==> config.mk <==
export PLATFORM = sky130hd
export DESIGN_NAME = ultrasound_burst_seq
export DESIGN_NICKNAME = d
export VERILOG_FILES = /design/src/rtl/ultrasound_burst_seq.sv
export SDC_FILE = /design/constraint.sdc
export NUM_CORES = 1
export LEC_CHECK = 0
export CELL_PAD_IN_SITES_DETAIL_PLACEMENT = 0
export CELL_PAD_IN_SITES_GLOBAL_PLACEMENT = 1
export CORE_MARGIN = 4
export CORE_UTILIZATION = 45
export DETAILED_ROUTE_END_ITERATION = 8
export PLACE_DENSITY_LB_ADDON = 0.08
export SLEW_MARGIN = 20
export SYNTH_ARGS = -nofsm -noshare
export SYNTH_HDL_FRONTEND = slang
export SYNTH_SLANG_ARGS = --single-unit
==> constraint.sdc <==
create_clock -name CLK -period 13.88 [get_ports CLK]
set_input_delay 1.388 -clock CLK [delete_from_list [all_inputs] [get_ports CLK]]
set_output_delay 1.388 -clock CLK [all_outputs]
set_load 0.02 [all_outputs]
==> src/rtl/ultrasound_burst_seq.sv <==
// ultrasound_burst_seq: multi-shot TX burst / ADC window sequencer; optional ABORT via ULTRASOUND_SEQ_ABORT_EN
module ultrasound_burst_seq #(
    parameter int CNT_WIDTH  = 32,
    parameter int SHOT_WIDTH = 16,
    parameter int TX_CH      = 4
) (
    input  logic                  CLK,
    input  logic                  RESET,
    input  logic                  START,
    input  logic [CNT_WIDTH-1:0]  TX_LEN,
    input  logic [TX_CH-1:0]      TX_CH_MASK,
    input  logic [CNT_WIDTH-1:0]  ADC_INIT_DELAY,
    input  logic [CNT_WIDTH-1:0]  ADC_SAMPLES_PER_ECHO,
    input  logic [CNT_WIDTH-1:0]  SHOT_INTERVAL,
    input  logic [SHOT_WIDTH-1:0] NUM_SHOTS,
    input  logic                  FIFO_FULL,
`ifdef ULTRASOUND_SEQ_ABORT_EN
    input  logic                  ABORT,
    output logic                  ABORTED,
`endif
    output logic [TX_CH-1:0]      TX_EN,
    output logic                  ADC_START,
    output logic                  FIFO_EN,
    output logic [SHOT_WIDTH-1:0] SHOT_IDX,
    output logic                  BUSY,
    output logic                  DONE,
    output logic                  OVERFLOW
);
    typedef enum logic [2:0] {IDLE, TX, DELAY, ACQ, WAIT, FINISH} state_t;

    state_t                state, state_n;
    logic [CNT_WIDTH-1:0]  t, t_n, x;
    logic [SHOT_WIDTH-1:0] idx_n;
    logic                  load, abort_hit;

    // shadow copies of the run configuration, captured at START
    logic [CNT_WIDTH-1:0]  l_s, w_s, si_s;
    logic [CNT_WIDTH:0]    wn_s;
    logic [TX_CH-1:0]      mask_s;
    logic [SHOT_WIDTH-1:0] last_s;

    logic [CNT_WIDTH-1:0]  l_in, w_in;

    assign l_in = (TX_LEN == '0) ? CNT_WIDTH'(1) : TX_LEN;
    assign w_in = (ADC_INIT_DELAY > l_in) ? ADC_INIT_DELAY : l_in;

    // next state: the phase of a shot is decoded purely from the next shot-time value
    always_comb begin
        x         = (&t) ? t : t + 1'b1;
        state_n   = state;
        t_n       = t;
        idx_n     = SHOT_IDX;
        load      = 1'b0;
        abort_hit = 1'b0;
        case (state)
            IDLE: begin
                if (START) begin
                    state_n = TX;
                    t_n     = '0;
                    idx_n   = '0;
                    load    = 1'b1;
                end
            end
            FINISH: state_n = START ? FINISH : IDLE;
            default: begin
                t_n = x;
                if (x < l_s) state_n = TX;
                else if (x < w_s) state_n = DELAY;
                else if ({1'b0, x} < wn_s) state_n = ACQ;
                else if (SHOT_IDX == last_s) state_n = FINISH;
                else if (x < si_s) state_n = WAIT;
                else begin
                    state_n = TX;
                    t_n     = '0;
                    idx_n   = SHOT_IDX + 1'b1;
                end
`ifdef ULTRASOUND_SEQ_ABORT_EN
                if (ABORT) begin
                    state_n   = FINISH;
                    idx_n     = SHOT_IDX;
                    abort_hit = 1'b1;
                end
`endif
            end
        endcase
    end

    // state, counters, shadows and registered outputs
    always_ff @(posedge CLK) begin
        if (RESET) begin
            state     <= IDLE;
            t         <= '0;
            SHOT_IDX  <= '0;
            l_s       <= '0;
            w_s       <= '0;
            wn_s      <= '0;
            si_s      <= '0;
            mask_s    <= '0;
            last_s    <= '0;
            TX_EN     <= '0;
            ADC_START <= 1'b0;
            FIFO_EN   <= 1'b0;
            BUSY      <= 1'b0;
            DONE      <= 1'b0;
            OVERFLOW  <= 1'b0;
        end else begin
            state     <= state_n;
            t         <= t_n;
            SHOT_IDX  <= idx_n;
            if (load) begin
                l_s    <= l_in;
                w_s    <= w_in;
                wn_s   <= {1'b0, w_in} + {1'b0, ADC_SAMPLES_PER_ECHO};
                si_s   <= SHOT_INTERVAL;
                mask_s <= TX_CH_MASK;
                last_s <= (NUM_SHOTS == '0) ? '0 : NUM_SHOTS - 1'b1;
            end
            TX_EN     <= (state_n == TX) ? (load ? TX_CH_MASK : mask_s) : '0;
            ADC_START <= (state_n == ACQ) && (state != ACQ);
            FIFO_EN   <= (state_n == ACQ);
            BUSY      <= (state_n != IDLE) && (state_n != FINISH);
            DONE      <= (state_n == FINISH);
            OVERFLOW  <= load ? 1'b0 : (OVERFLOW | (FIFO_EN & FIFO_FULL));
        end
    end

`ifdef ULTRASOUND_SEQ_ABORT_EN
    // abort flag: set when a run is cut short, cleared when the next run starts
    always_ff @(posedge CLK) begin
        if (RESET) ABORTED <= 1'b0;
        else ABORTED <= load ? 1'b0 : (ABORTED | abort_hit);
    end
`else
    logic unused_abort;
    assign unused_abort = abort_hit;
`endif
endmodule
==> reports/qor.txt <==
GRT overflow -> 0
Post-synth EDFFs -> 0
Ys async rst share -> 0%
Worst VDD drop -> 0.0863 mV
Tot GR Track Use -> 26.1%
PortBufs -> 176
Switch share -> 32.0%
Flop2flop setup slack -> 7310 ps
CTS tree -> built
Final Critical Period -> 7590 ps
Synth Cell Area -> 14700 um2
DR vias -> 14318
Worst path max stage delay -> 920 ps
Area Overhead vs Synth -> 20.6%
Final period utilization -> 54.7%
Post_cts resized -> 0
Reg-to-Reg End -> SHOT_IDX[11]$_SDFFE_PP0P_
First-pass GRT wire length -> 75600 um
Layout cells sized above 1 -> 4.44%
Relative slew slack -> 25.8%
Leading cell types by count after synthesis -> 289 x nand2_1, 209 x dfxtp_1, 194 x ha_1, 177 x inv_1, 163 x a21oi_1
Post-DRT Antenna Nets -> 0
Worst Path Max Fanout -> 12
Post-CTS setup buffer count -> 0
Ys Warns -> 0
Tightest Hold Check Type -> register to register
Setup crit end kind -> register
Design area -> 17800 um2
Fmax -> 132 MHz
Setup TNS -> 0 ps
Critical Path RT -> 14290 ps
Number of H-tree levels -> 1
Cell taking the most area after synthesis -> dfxtp_1
Sequential area share after synthesis -> 28.4%
Avg Inst Size Synth -> 7.63 um2
Vias in the first global route -> 13518
Routed len/inst -> 19.2 um
CTS root buf -> clkbuf_16
Critical Path AT -> 8000 ps
Largest net degree at the start of global routing -> 89
Worst r2r path cells -> 18
Slowest cell on the critical path -> nor4_2
Clk_skew -> 12.9 ps
Hold_ws -> 451 ps
Stages on the worst setup path -> 24
Internal Power -> 1.24 mW
Post-Route Utilization -> 54.8%
WS Path Type -> input port to register
Initial DRC count -> 886
Placed Cells incl. Taps -> 2491
First drt pass iteration count -> 5
Placed instance area -> 16900 um2
Unrepaired setup endpoints after global routing -> false
Pins Over Slew Limit -> 0
P_leak -> 7.33 nW
Tot Pwr -> 1.82 mW
CTS Sinks -> 209
Top-count cell post-synth -> nand2_1
Final worst setup slack -> 6290 ps
Placer Congestion -> 0.910
Layout Nets -> 2424
Status -> finished clean
Post-Synthesis Net Count -> 2278
Initial antenna violation count -> 0
Chip Width -> 189 um
# IOs -> 177
Most area-consuming cells after synthesis -> dfxtp_1 28%, ha_1 16%, nand2_1 7.4%
Clk network pwr share -> 37.6%
Worst-skew pair later-pin latency -> 540 ps
Die height -> 189 um
Final setup violation count -> 0
DP Wirelength -> 36800 um
Switching power -> 581 uW
Area share of the largest cell type after synthesis -> 28.4%
Max-cap violations -> 0
Reg power frac -> 36.3%
Worst-path clk slew -> 60 ps
Longest Clk Path Bufs -> 3
Origin of the worst setup path -> TX_LEN[25]
Synth Flop Type -> dfxtp_1
Die area -> 35700 um2
Synth Instances -> 1931
Initial core utilization -> 45.4%
Core area -> 32500 um2
Yosys reg bits -> 209
CP Cell Sequence -> clkdlybuf4s50_1, nor4_1, nand4_1, o21bai_1, ha_1, nor2b_1, o21a_1, o21ai_0, nand2b_1, a21oi_1, o21ai_0, nor4_2, o21ai_0, and2_1, fa_1, nor2b_1, o21ai_0, a21boi_0, nor4_1, o21a_1, a211o_1, a21oi_1, nor3_1, or3b_2
Vias/cell -> 5.65
Finished Layout Cells -> 2536
DRC viols -> 0
Synth unique cells -> 78
Worst-Margin Slew -> 1100 ps
End of the critical path -> wn_s[28]$_SDFFE_PP0P_
FP Rows -> 66
Worst slack, placed -> 5880 ps
# diodes -> 0
Worst setup SP type -> input port
Power density over the cells -> 102 nW/um2
Crit path max-delay family -> simple AND/OR/NAND/NOR gates
Buffers & Inverters on Critical Path -> 1
CTS buffer count -> 26
Final hold vios -> 0
Post-Route WL -> 48600 um
RR Startpoint -> t[2]$_SDFFE_PP0P_
# hold bufs at CTS -> 0
Filler Cells Inserted -> 3181
Comb pwr share -> 26.0%
Crit-path most repeated cell -> o21ai_0
-- area by class of cell --
cell class	instances	area, um2	area share [%]
Sequential cell	209	4180	23.5
Clock inverter	10	116	0.655
Tap cell	442	553	3.11
Timing Repair Buffer	198	1920	10.8
Clock buffer	35	734	4.13
Inverter	178	668	3.76
Multi-Input combinational cell	1464	9590	54.0
-- worst min-delay path by stage --
stage	slack (ps)	end	depth (start not counted)	from
global placement	440	wn_s[13]$_SDFFE_PP0P_	2	wn_s[13]$_SDFFE_PP0P_
floorplan	430	wn_s[11]$_SDFFE_PP0P_	2	wn_s[11]$_SDFFE_PP0P_
global route	470	wn_s[11]$_SDFFE_PP0P_	2	wn_s[11]$_SDFFE_PP0P_
finish	450	wn_s[18]$_SDFFE_PP0P_	2	wn_s[18]$_SDFFE_PP0P_
CTS	450	wn_s[11]$_SDFFE_PP0P_	2	wn_s[11]$_SDFFE_PP0P_
detailed placement	450	wn_s[11]$_SDFFE_PP0P_	2	wn_s[11]$_SDFFE_PP0P_
-- registers in the layout, summed over array words and instances (netlist names), 3 cells and up --
| name | flops |
|---|---|
| l_s | 32 |
| t | 32 |
| TX_EN | 4 |
| w_s | 32 |
| SHOT_IDX | 16 |
| state | 3 |
| wn_s | 33 |
| si_s | 32 |
| last_s | 16 |
| mask_s | 4 |
-- cell usage in the layout, fill, tap and decap left out, drive strengths merged, types with 12 or more instances in the layout --
cell,n
a211oi,22
a21o,35
a21oi,163
a22oi,18
a31oi,37
and2,12
and3,13
and4,13
buf,23
clkbuf,35
clkdlybuf4s50,175
dfxtp,209
ha,194
inv,177
nand2,290
nand3,67
nand4,50
nor2,92
nor2b,12
nor3,44
nor4,17
o21a,17
o21ai,143
o31ai,13
or3,16
or4,12
xnor2,48
xor2,19
-- cell families after synthesis --
| logic type | Yosys count | synth area share (%) |
|---|---|---|
| AO/OA/AOI/OAI | 525 | 22.0 |
| XOR/XNOR | 67 | 3.98 |
| adder cells (fa/ha/maj) | 195 | 16.6 |
| buffers and inverters | 258 | 6.70 |
| flip-flops | 209 | 28.4 |
| multiplexers | 8 | 0.543 |
| AND/OR/NAND/NOR | 669 | 21.8 |
-- metal layers --
metal | global-route usage [%] | vias up | share of wire [%]
li1 | - | 7187 | -
met1 | 37.3 | 6687 | 48
met2 | 42.1 | 379 | 45
met3 | 3.41 | 65 | 5.1
met4 | 6.28 | 0 | 2.5
met5 | 0 | - | 0
-- power groups by stage --
stage          registers [mW]  logic [mW]  clock network [mW]
5_1_grt                 0.665       0.526               0.720
3_3_place_gp            0.672       0.463                   0
4_1_cts                 0.660       0.469               0.697
6_report                0.660       0.473               0.684
3_5_place_dp            0.673       0.466                   0
2_1_floorplan           0.668       0.307                   0
-- worst min-delay path: stages, from the launching register on --
cell and delay, ps:
dfxtp_1 310, nand2_1 50, a21oi_1 50
Power figures use the tool's default switching activity.
